`src/rtl/ps2_rx_ctrl_if.sv`:
```
`timescale 1ns/1ps
// Consumer-side bundle of the PS/2 receiver: scan-code buffer handshake,
// error/overrun strobes and the busy flag.
interface ps2_rx_ctrl_if;
    logic [7:0] code_o;
    logic       valid_o;
    logic       ready_i;
    logic       parity_err_o;
    logic       frame_err_o;
    logic       overrun_o;
    logic       busy_o;

    // The receiver drives the byte and status lines.
    modport master (
        output code_o, valid_o, parity_err_o, frame_err_o, overrun_o, busy_o,
        input  ready_i
    );

    // The keyboard decoder consumes them and drives ready.
    modport slave (
        input  code_o, valid_o, parity_err_o, frame_err_o, overrun_o, busy_o,
        output ready_i
    );
endinterface

```
`src/rtl/ps2_rx_ctrl.sv`:
```
`timescale 1ns/1ps
// PS/2 keyboard receive controller: synchronises and filters the PS/2 pins,
// frames 11-bit words on keyboard-clock falls, checks stop/parity, runs a
// mid-frame watchdog and presents good bytes through a one-entry buffer.
module ps2_rx_ctrl #(
    parameter int SYNC_STAGES = 2,
    parameter int FILTER_LEN  = 4,
    parameter int TIMEOUT_CYC = 14780
) (
    input  logic          clk_i,
    input  logic          reset,
    input  logic          ps2_clk_i,
    input  logic          ps2_data_i,
    ps2_rx_ctrl_if.master kbd
);
    localparam int FW = $clog2(FILTER_LEN + 1);
    localparam int TW = $clog2(TIMEOUT_CYC + 1);

    typedef enum logic [1:0] {S_IDLE, S_SHIFT, S_CHECK} state_t;

    logic [SYNC_STAGES-1:0] clk_sync_q, data_sync_q;
    logic                   clk_s, data_s;
    logic                   filt_clk_q, filt_clk_d;
    logic [FW-1:0]          filt_cnt_q, filt_cnt_d;
    logic                   fall_q;
    state_t                 state_q, state_d;
    logic [3:0]             bitcnt_q;
    logic [9:0]             shreg_q;
    logic [TW-1:0]          tcnt_q;
    logic                   timeout_hit;
    logic [7:0]             code_q;
    logic                   valid_q;
    logic                   perr_q, perr_d, ferr_q, ferr_d, ovr_q, ovr_d;
    logic                   load;

    assign clk_s = clk_sync_q[SYNC_STAGES-1];
    assign data_s = data_sync_q[SYNC_STAGES-1];

    // Input synchronisers; idle PS/2 lines are high, so reset to 1.
    always_ff @(posedge clk_i) begin
        if (reset) begin
            clk_sync_q  <= '1;
            data_sync_q <= '1;
        end else begin
            clk_sync_q  <= {clk_sync_q[SYNC_STAGES-2:0], ps2_clk_i};
            data_sync_q <= {data_sync_q[SYNC_STAGES-2:0], ps2_data_i};
        end
    end

    // Filtered clock flips on the FILTER_LEN-th consecutive differing sample.
    always_comb begin
        filt_clk_d = filt_clk_q;
        filt_cnt_d = filt_cnt_q;
        if (clk_s == filt_clk_q) begin
            filt_cnt_d = '0;
        end else if (filt_cnt_q == FW'(FILTER_LEN - 1)) begin
            filt_clk_d = clk_s;
            filt_cnt_d = '0;
        end else begin
            filt_cnt_d = filt_cnt_q + 1'b1;
        end
    end

    // Filter state and the registered 1->0 strobe of the filtered clock.
    always_ff @(posedge clk_i) begin
        if (reset) begin
            filt_clk_q <= 1'b1;
            filt_cnt_q <= '0;
            fall_q     <= 1'b0;
        end else begin
            filt_clk_q <= filt_clk_d;
            filt_cnt_q <= filt_cnt_d;
            fall_q     <= filt_clk_q & ~filt_clk_d;
        end
    end

    assign timeout_hit = (tcnt_q == TW'(TIMEOUT_CYC - 1));

    // FSM state register.
    always_ff @(posedge clk_i) begin
        if (reset) state_q <= S_IDLE;
        else       state_q <= state_d;
    end

    // FSM next state; the watchdog wins over a same-cycle fall.
    always_comb begin
        state_d = state_q;
        case (state_q)
            S_IDLE:  if (fall_q && !data_s) state_d = S_SHIFT;
            S_SHIFT: begin
                if (timeout_hit)                        state_d = S_IDLE;
                else if (fall_q && bitcnt_q == 4'd9)    state_d = S_CHECK;
            end
            S_CHECK: state_d = S_IDLE;
            default: state_d = S_IDLE;
        endcase
    end

    // FSM outputs: error/overrun decisions and buffer load request.
    always_comb begin
        perr_d = 1'b0;
        ferr_d = 1'b0;
        ovr_d  = 1'b0;
        load   = 1'b0;
        case (state_q)
            S_SHIFT: ferr_d = timeout_hit;
            S_CHECK: begin
                // shreg_q = {stop, parity, data[7:0]}
                if (!shreg_q[9])                  ferr_d = 1'b1;
                else if (!(^shreg_q[8:0]))        perr_d = 1'b1;
                else if (!valid_q || kbd.ready_i) load   = 1'b1;
                else                              ovr_d  = 1'b1;
            end
            default: ;
        endcase
    end

    // Frame datapath: bit counter, LSB-first shift register, watchdog.
    always_ff @(posedge clk_i) begin
        if (reset) begin
            bitcnt_q <= '0;
            shreg_q  <= '0;
            tcnt_q   <= '0;
        end else begin
            case (state_q)
                S_IDLE: begin
                    tcnt_q <= '0;
                    if (fall_q && !data_s) bitcnt_q <= '0;
                end
                S_SHIFT: begin
                    if (fall_q) begin
                        shreg_q  <= {data_s, shreg_q[9:1]};
                        bitcnt_q <= bitcnt_q + 1'b1;
                        tcnt_q   <= '0;
                    end else begin
                        tcnt_q <= tcnt_q + 1'b1;
                    end
                end
                default: ;
            endcase
        end
    end

    // Single-entry output buffer and registered status pulses.
    always_ff @(posedge clk_i) begin
        if (reset) begin
            code_q  <= '0;
            valid_q <= 1'b0;
            perr_q  <= 1'b0;
            ferr_q  <= 1'b0;
            ovr_q   <= 1'b0;
        end else begin
            if (load) begin
                code_q  <= shreg_q[7:0];
                valid_q <= 1'b1;
            end else if (valid_q && kbd.ready_i) begin
                valid_q <= 1'b0;
            end
            perr_q <= perr_d;
            ferr_q <= ferr_d;
            ovr_q  <= ovr_d;
        end
    end

    assign kbd.code_o       = code_q;
    assign kbd.valid_o      = valid_q;
    assign kbd.parity_err_o = perr_q;
    assign kbd.frame_err_o  = ferr_q;
    assign kbd.overrun_o    = ovr_q;
    assign kbd.busy_o       = (state_q != S_IDLE);
endmodule

```
`src/flat_wrapper.sv`:
```
// flat-port wrapper written by rule: the top's interface ports become plain ports
module ps2_rx_ctrl_flat 
#(
    parameter int SYNC_STAGES = 2,
    parameter int FILTER_LEN  = 4,
    parameter int TIMEOUT_CYC = 14780
)
  (clk_i, reset, ps2_clk_i, ps2_data_i, kbd_code_o, kbd_valid_o, kbd_parity_err_o, kbd_frame_err_o, kbd_overrun_o, kbd_busy_o, kbd_ready_i);
  ps2_rx_ctrl_if kbd_i ();
  input  logic clk_i;
  input  logic reset;
  input  logic ps2_clk_i;
  input  logic ps2_data_i;
  output wire logic [$bits(kbd_i.code_o)-1:0] kbd_code_o;
  output wire logic [$bits(kbd_i.valid_o)-1:0] kbd_valid_o;
  output wire logic [$bits(kbd_i.parity_err_o)-1:0] kbd_parity_err_o;
  output wire logic [$bits(kbd_i.frame_err_o)-1:0] kbd_frame_err_o;
  output wire logic [$bits(kbd_i.overrun_o)-1:0] kbd_overrun_o;
  output wire logic [$bits(kbd_i.busy_o)-1:0] kbd_busy_o;
  input wire logic [$bits(kbd_i.ready_i)-1:0] kbd_ready_i;
  assign kbd_code_o = kbd_i.code_o;
  assign kbd_valid_o = kbd_i.valid_o;
  assign kbd_parity_err_o = kbd_i.parity_err_o;
  assign kbd_frame_err_o = kbd_i.frame_err_o;
  assign kbd_overrun_o = kbd_i.overrun_o;
  assign kbd_busy_o = kbd_i.busy_o;
  assign kbd_i.ready_i = kbd_ready_i;
  ps2_rx_ctrl #(.SYNC_STAGES(SYNC_STAGES), .FILTER_LEN(FILTER_LEN), .TIMEOUT_CYC(TIMEOUT_CYC)) u_core (.clk_i(clk_i), .reset(reset), .ps2_clk_i(ps2_clk_i), .ps2_data_i(ps2_data_i), .kbd(kbd_i));
endmodule
```
`config.mk`:
```
export PLATFORM = sky130hd
export DESIGN_NAME = ps2_rx_ctrl_flat
export DESIGN_NICKNAME = d
export VERILOG_FILES = /design/src/rtl/ps2_rx_ctrl_if.sv /design/src/rtl/ps2_rx_ctrl.sv /design/src/flat_wrapper.sv
export SDC_FILE = /design/constraint.sdc
export NUM_CORES = 1
export LEC_CHECK = 0
export CAP_MARGIN = 5
export CORE_MARGIN = 2
export CORE_UTILIZATION = 40
export CTS_BUF_LIST = sky130_fd_sc_hd__clkbuf_4 sky130_fd_sc_hd__clkbuf_8
export DETAILED_ROUTE_END_ITERATION = 6
export GPL_TIMING_DRIVEN = 0
export SYNTH_ARGS = -nofsm -noshare
export SYNTH_HDL_FRONTEND = slang
export SYNTH_SLANG_ARGS = --single-unit
```
`constraint.sdc`:
```
create_clock -name clk_i -period 1.9 [get_ports clk_i]
set_clock_uncertainty 0.05 [all_clocks]
set_input_delay 0.38 -clock clk_i [delete_from_list [all_inputs] [get_ports clk_i]]
set_output_delay 0.38 -clock clk_i [all_outputs]
set_load 0.02 [all_outputs]
```
**Word level (Yosys, flattened, before mapping)**

Index checks and enable logic that the tools add are counted.

- Mux-type cells: 21
- $lt $le $gt $ge: 0
- Divide/modulo/power cells: 0
- Bitwise logic cells: 5
- $mul: 0
- Reduce and logical (&&, ||, !) cells: 17
- Equality and inequality tests: 9
- Add/subtract/negate cells: 3
- Shift operators: 0

Operators by type and width:

| cell | count |
|---|---|
| case mux 14 bit (2 select lines) | 1 |
| adder 14 x 1 -> 14 bit (second input constant) | 1 |
| equality test 14 bit (second input constant) | 1 |
| two-way mux 14 bit | 1 |
| two-way mux 1 bit | 11 |
| XOR reduction 9 bit | 1 |
| two-way mux 4 bit | 2 |
| case mux 4 bit (2 select lines) | 1 |
| two-way mux 2 bit | 3 |
| nonzero test 2 bit | 3 |
| OR reduction 3 bit | 2 |
| adder 4 x 1 -> 4 bit (second input constant) | 1 |
| equality test 4 bit (second input constant) | 1 |
| != test 2 x 1 -> 1 bit (second input constant) | 2 |
| inverter 1 bit | 4 |
| case mux 2 bit (2 select lines) | 1 |
| AND reduction 2 bit | 2 |
| OR reduction 4 bit | 1 |
| adder 3 x 1 -> 3 bit (second input constant) | 1 |
| equality test 3 x 2 -> 1 bit (second input constant) | 1 |
| logical AND 1 bit | 3 |
| != test 3 x 1 -> 1 bit (second input constant) | 1 |
| AND reduction 3 bit | 1 |
| equality test 2 x 1 -> 1 bit (second input constant) | 1 |
| other kinds (7) | 8 |

- Register bits after elaboration: 51
- Bits in read-only memories: 0
- RAM bits: 0
- Input port bits: 5
- Memories kept: 0
- Word-level logic and storage cells: 69
- Latch bits: 0

**Depth between registers and ports, before layout**

- Depth after elaboration: 7
- Gate-level depth with buffers: 8
- Mapped depth without buffers: 6

**Worst setup path after synthesis**

Ideal clock, no wire load.

- Path kind: reg-to-reg
- From: reg u_core.tcnt_q[0]
- To: reg u_core.state_q[0]
- Data required time: 1.755 ns
- Stages on the path, launching flop included: 6
- Clock period less this slack: 1.857 ns
- Data arrival time: 1.712 ns
- Slack: 0.043 ns
- Cell sequence: dfxtp_1 ha_1 or4b_1 o41ai_2 o21ai_1 a221oi_1

- Cells in the longest elaborated chain, start to end: 3

Ends and longest elaborated chain:

| item | line | source |
|---|---|---|
| from (decl) | ps2_rx_ctrl.sv:29 | `logic [TW-1:0] tcnt_q;` |
| from (signal assigned) | ps2_rx_ctrl.sv:136 | `tcnt_q <= tcnt_q + 1'b1;` |
| equality test 14 bit * | ps2_rx_ctrl.sv:77 | `assign timeout_hit = (tcnt_q == TW'(TIMEOUT_CYC - 1));` |
| two-way mux 2 bit or != test 3 x 1 -> 1 bit (tied branches) | -- |  |
| case mux 2 bit (2 select lines) or AND reduction 2 bit (tied branches) | -- |  |
| to (signal assigned) | ps2_rx_ctrl.sv:82 | `else state_q <= state_d;` |
| to (decl) | ps2_rx_ctrl.sv:26 | `state_t state_q, state_d;` |

Mark *: on every way between the ends. The rest lies on a longest branch, timed or not.
A chain may end at the register's enable or synchronous reset.

**Worst setup path after layout**

- From: reg u_core.shreg_q[7]
- To: reg u_core.code_q[5] (netlist: u_core.kbd.code_o[5])

- Cells in the longest elaborated chain, start to end: 4

Ends and longest elaborated chain:

| item | line | source |
|---|---|---|
| from (decl) | ps2_rx_ctrl.sv:28 | `logic [9:0] shreg_q;` |
| from (signal assigned) | ps2_rx_ctrl.sv:132 | `shreg_q <= {data_s, shreg_q[9:1]};` |
| XOR reduction 9 bit | ps2_rx_ctrl.sv:110 | `else if (!(^shreg_q[8:0])) perr_d = 1'b1;` |
| two-way mux 1 bit | ps2_rx_ctrl.sv:110 |  |
| two-way mux 1 bit | ps2_rx_ctrl.sv:109 | `if (!shreg_q[9]) ferr_d = 1'b1;` |
| two-way mux 1 bit | ps2_rx_ctrl.sv:105 | `case (state_q)` |
| to (signal assigned) | ps2_rx_ctrl.sv:154 | `code_q <= shreg_q[7:0];` |
| to (decl) | ps2_rx_ctrl.sv:31 | `logic [7:0] code_q;` |

Every way passes these cells.

==> out/metrics.yaml <==
status:
  status: "complete, no violations"
pwr:
  combPwrFrac_pct: 7.0
  vdd.ir_drop.worst_uv: 447
  power_density_mw_per_mm2: 714
  clkPwrFrac_pct: 38.8
  switching_power_uw: 473
  swShare_pct: 23.7
  p_leak_nw: 0.957
  pwr-share-seq_pct: 54.2
  p_int_mw: 1.52
timing:
  max_freq_ghz: 0.554
  setup_viol: 0
  slew_headroom_pct: 66.2
  maxSlewViolCount: 0
  fin_crit_ns: 1.81
  worstMarginPinSlew_ns: 0.506
  hold_violations: 0
  final.period_utilization_pct: 95.0
  holdWs_ns: 0.375
detailed_routing:
  wl_per_cell_um: 12.8
  ant_nets: 0
  drt-initial-drc-count: 131
  vias: 1911
  dr.pass1.iters: 4
  drc_errors: 0
  viasPerCell: 5.21
  routed_wl_um: 4700
synthesis:
  synth_ff_type: "dfxtp_1"
  syn_inst: 269
  avgSynthCellArea_um2: 8.74
  synth_edf_count: 0
  seq_area_frac_synth_pct: 43.5
  synth_area_leaders: "dfxtp_1 43%, nand2_1 7.5%, a21oi_1 4.9%"
  synth_warnings: 0
  netlist_area_mm2: 0.00235
  synth_top_area_cell: "dfxtp_1"
  yosysTopAreaCellShare_pct: 43.5
  async_reset_ff_share_pct: 0
  ys_ff_latch: 51
  synth_fp_nets: 282
  ys_types: 46
worst_setup_path:
  crit_type: "reg -> reg"
  crit_chain: "xnor3_2 -> or3_4 -> mux2i_4 -> buf_12 -> mux2i_1"
  cp.required_ns: 2.09
  cp.arrival_ns: 2.00
  crit_fanout: 7
  slowest_delay_ns: 0.45
  endpoint_kind: "flop"
  start_kind: "flop"
  worst_path_max_delay_cell: "xnor3_2"
clock_tree:
  clk_pin_slew_ns: 0.10
  cts_tree: "built"
  cts_hold_buf: 0
  clk_latency_ns: 0.31
  cts_sinks: 51
  cts_inserted_buffers: 5
  htreeDepth: 2
  cts_buffer_depth: 2
  root_buffer: "clkbuf_8"
layout:
  finalNetCount: 307
  instances_no_fill: 367
  mostFrequentLayoutCell: "dfxtp_1"
  syn_to_final_growth_pct: 18.7
  drive_gt1_share_pct: 10.5
  layout_common_cells: "48 x dfxtp_1, 47 x nand2_1, 23 x a21oi_1"
  fill_cells: 531
  diodes: 0
global_routing:
  grt_overflow: 0
  grt_use_total_pct: 15.7
  grt_max_degree: 17
  grt_pass1_vias: 1702
  grt_pass1_wl_um: 7820
  antenna_found_initial: 0
floorplan:
  core_area_mm2: 0.00557
  start_util_pct: 42.2
  die_w_um: 80.6
  rows: 27
  io_pins: 18
  die-area_mm2: 0.00650
  fp.dieH_um: 80.6
place:
  dp.cells: 357
  place.gp.congestion: 0.771
  hpwlAfterDp_um: 3220
  portBuffers: 16
run:
  maxCapViolations: 0
hold_path:
  worstHoldPathType: "reg -> reg"
## layer usage
layer  GRT usage (%)  vias to the layer above  wire length, um
met1            22.2                      886             2480
met3            3.82                        7              145
met2            22.3                       26             1990
li1                -                      992                -
met5               0                        -                0
met4            6.95                        0               82
## cells in the mapped netlist, drive strengths merged (2+ instances only)
cell and n:
nor4 2, or3 5, dfxtp 51, nor3 3, nand2 47, a22oi 2
a311oi 6, o21a 3, a41oi 4, or2 6, ha 8, buf 2
nand4 3, o21ai 13, nand2b 3, a21oi 23, nand3 5, clkbuf 14
mux2i 10, and4 3, and3 5, a211oi 2, xnor3 2, inv 10
nor2b 4, nor2 11, xnor2 4, and2 4
## worst paths after layout
check                                     startpoint              endpoint  slack (ns)  cells after the start
worst max-delay path               u_core.shreg_q[7]  u_core.kbd.code_o[5]        0.09                      5
worst min-delay path            u_core.filt_cnt_q[0]  u_core.filt_cnt_q[0]        0.38                      1
worst max register to register     u_core.shreg_q[7]  u_core.kbd.code_o[5]        0.09                      5
worst min register to register  u_core.filt_cnt_q[0]  u_core.filt_cnt_q[0]        0.38                      1
## flip-flops by register name, indices dropped and copies added, names as in the netlist
name and flops:
u_core.clk_sync_q 2, u_core.state_q 2, u_core.shreg_q 10, u_core.filt_cnt_q 3, u_core.data_sync_q 2, u_core.kbd.valid_o 1, u_core.kbd.parity_err_o 1, u_core.filt_clk_q 1
u_core.kbd.overrun_o 1, u_core.bitcnt_q 4, u_core.kbd.frame_err_o 1, u_core.fall_q 1, u_core.tcnt_q 14, u_core.kbd.code_o 8
## stage by stage
step | power [mW] | worst slack (ns) | area (um^2) | setup TNS (ns) | utilization, %
2_1_floorplan | 1.20 | 0.0426 | 2350 | 0 | -
3_3_place_gp | 1.24 | -0.204 | 2600 | -2.34 | 46.6
3_5_place_dp | 1.24 | -0.183 | 2600 | -2.26 | 46.6
4_1_cts | 2.02 | 0.0224 | 2780 | 0 | 49.8
5_1_grt | 2.07 | -0.00140 | 2790 | -0.00140 | 50.1
6_report | 1.99 | 0.0947 | 2790 | 0 | 50.1
## final cells by class
class                   count  area, um^2  area share (%)
inverters                  10        37.5            1.35
clock buffers               5        68.8            2.47
multi-input cells         192        1260            45.3
well taps                  72        90.1            3.23
clock inverters             3        43.8            1.57
repair buffers             18         183            6.55
flip-flops and latches     51        1030            36.9
plain buffers              16        72.6            2.60
## timing repair
action,4_1_cts,5_1_grt
pin swaps,1,0
gates cloned,0,0
gates resized for setup,11,11
setup endpoints to repair,22,21
setup buffers,2,0
## power by group through the flow
stage               clock, mW  sequential [mW]  combinational (mW)
finish                  0.772             1.08               0.140
global route            0.829             1.08               0.156
floorplan                   0             1.10              0.0917
global placement            0             1.11               0.131
detailed placement          0             1.11               0.131
CTS                     0.798             1.08               0.136
## worst max-delay path, delay by kind of cell (launching register included)
family | cells | cell delay, ns
xor+xnor | 1 | 0.45
mux | 2 | 0.37
flops | 1 | 0.36
simple gates | 1 | 0.35
buf+inv | 1 | 0.15
## cell families (layout without fill, tap and decap cells)
| logic type | count (synthesis) | after routing | share of synthesized area, % |
|---|---|---|---|
| flip-flops | 51 | 51 | 43.5 |
| multiplexers | 10 | 10 | 4.79 |
| adder cells (fa/ha/maj) | 8 | 8 | 4.26 |
| AND/OR/NAND/NOR | 107 | 107 | 23.1 |
| AO/OA/AOI/OAI | 60 | 60 | 16.5 |
| XOR/XNOR | 7 | 7 | 3.78 |
| buffers and inverters | 26 | 52 | 4.21 |
No activity file was read; power rests on OpenSTA's default activity.
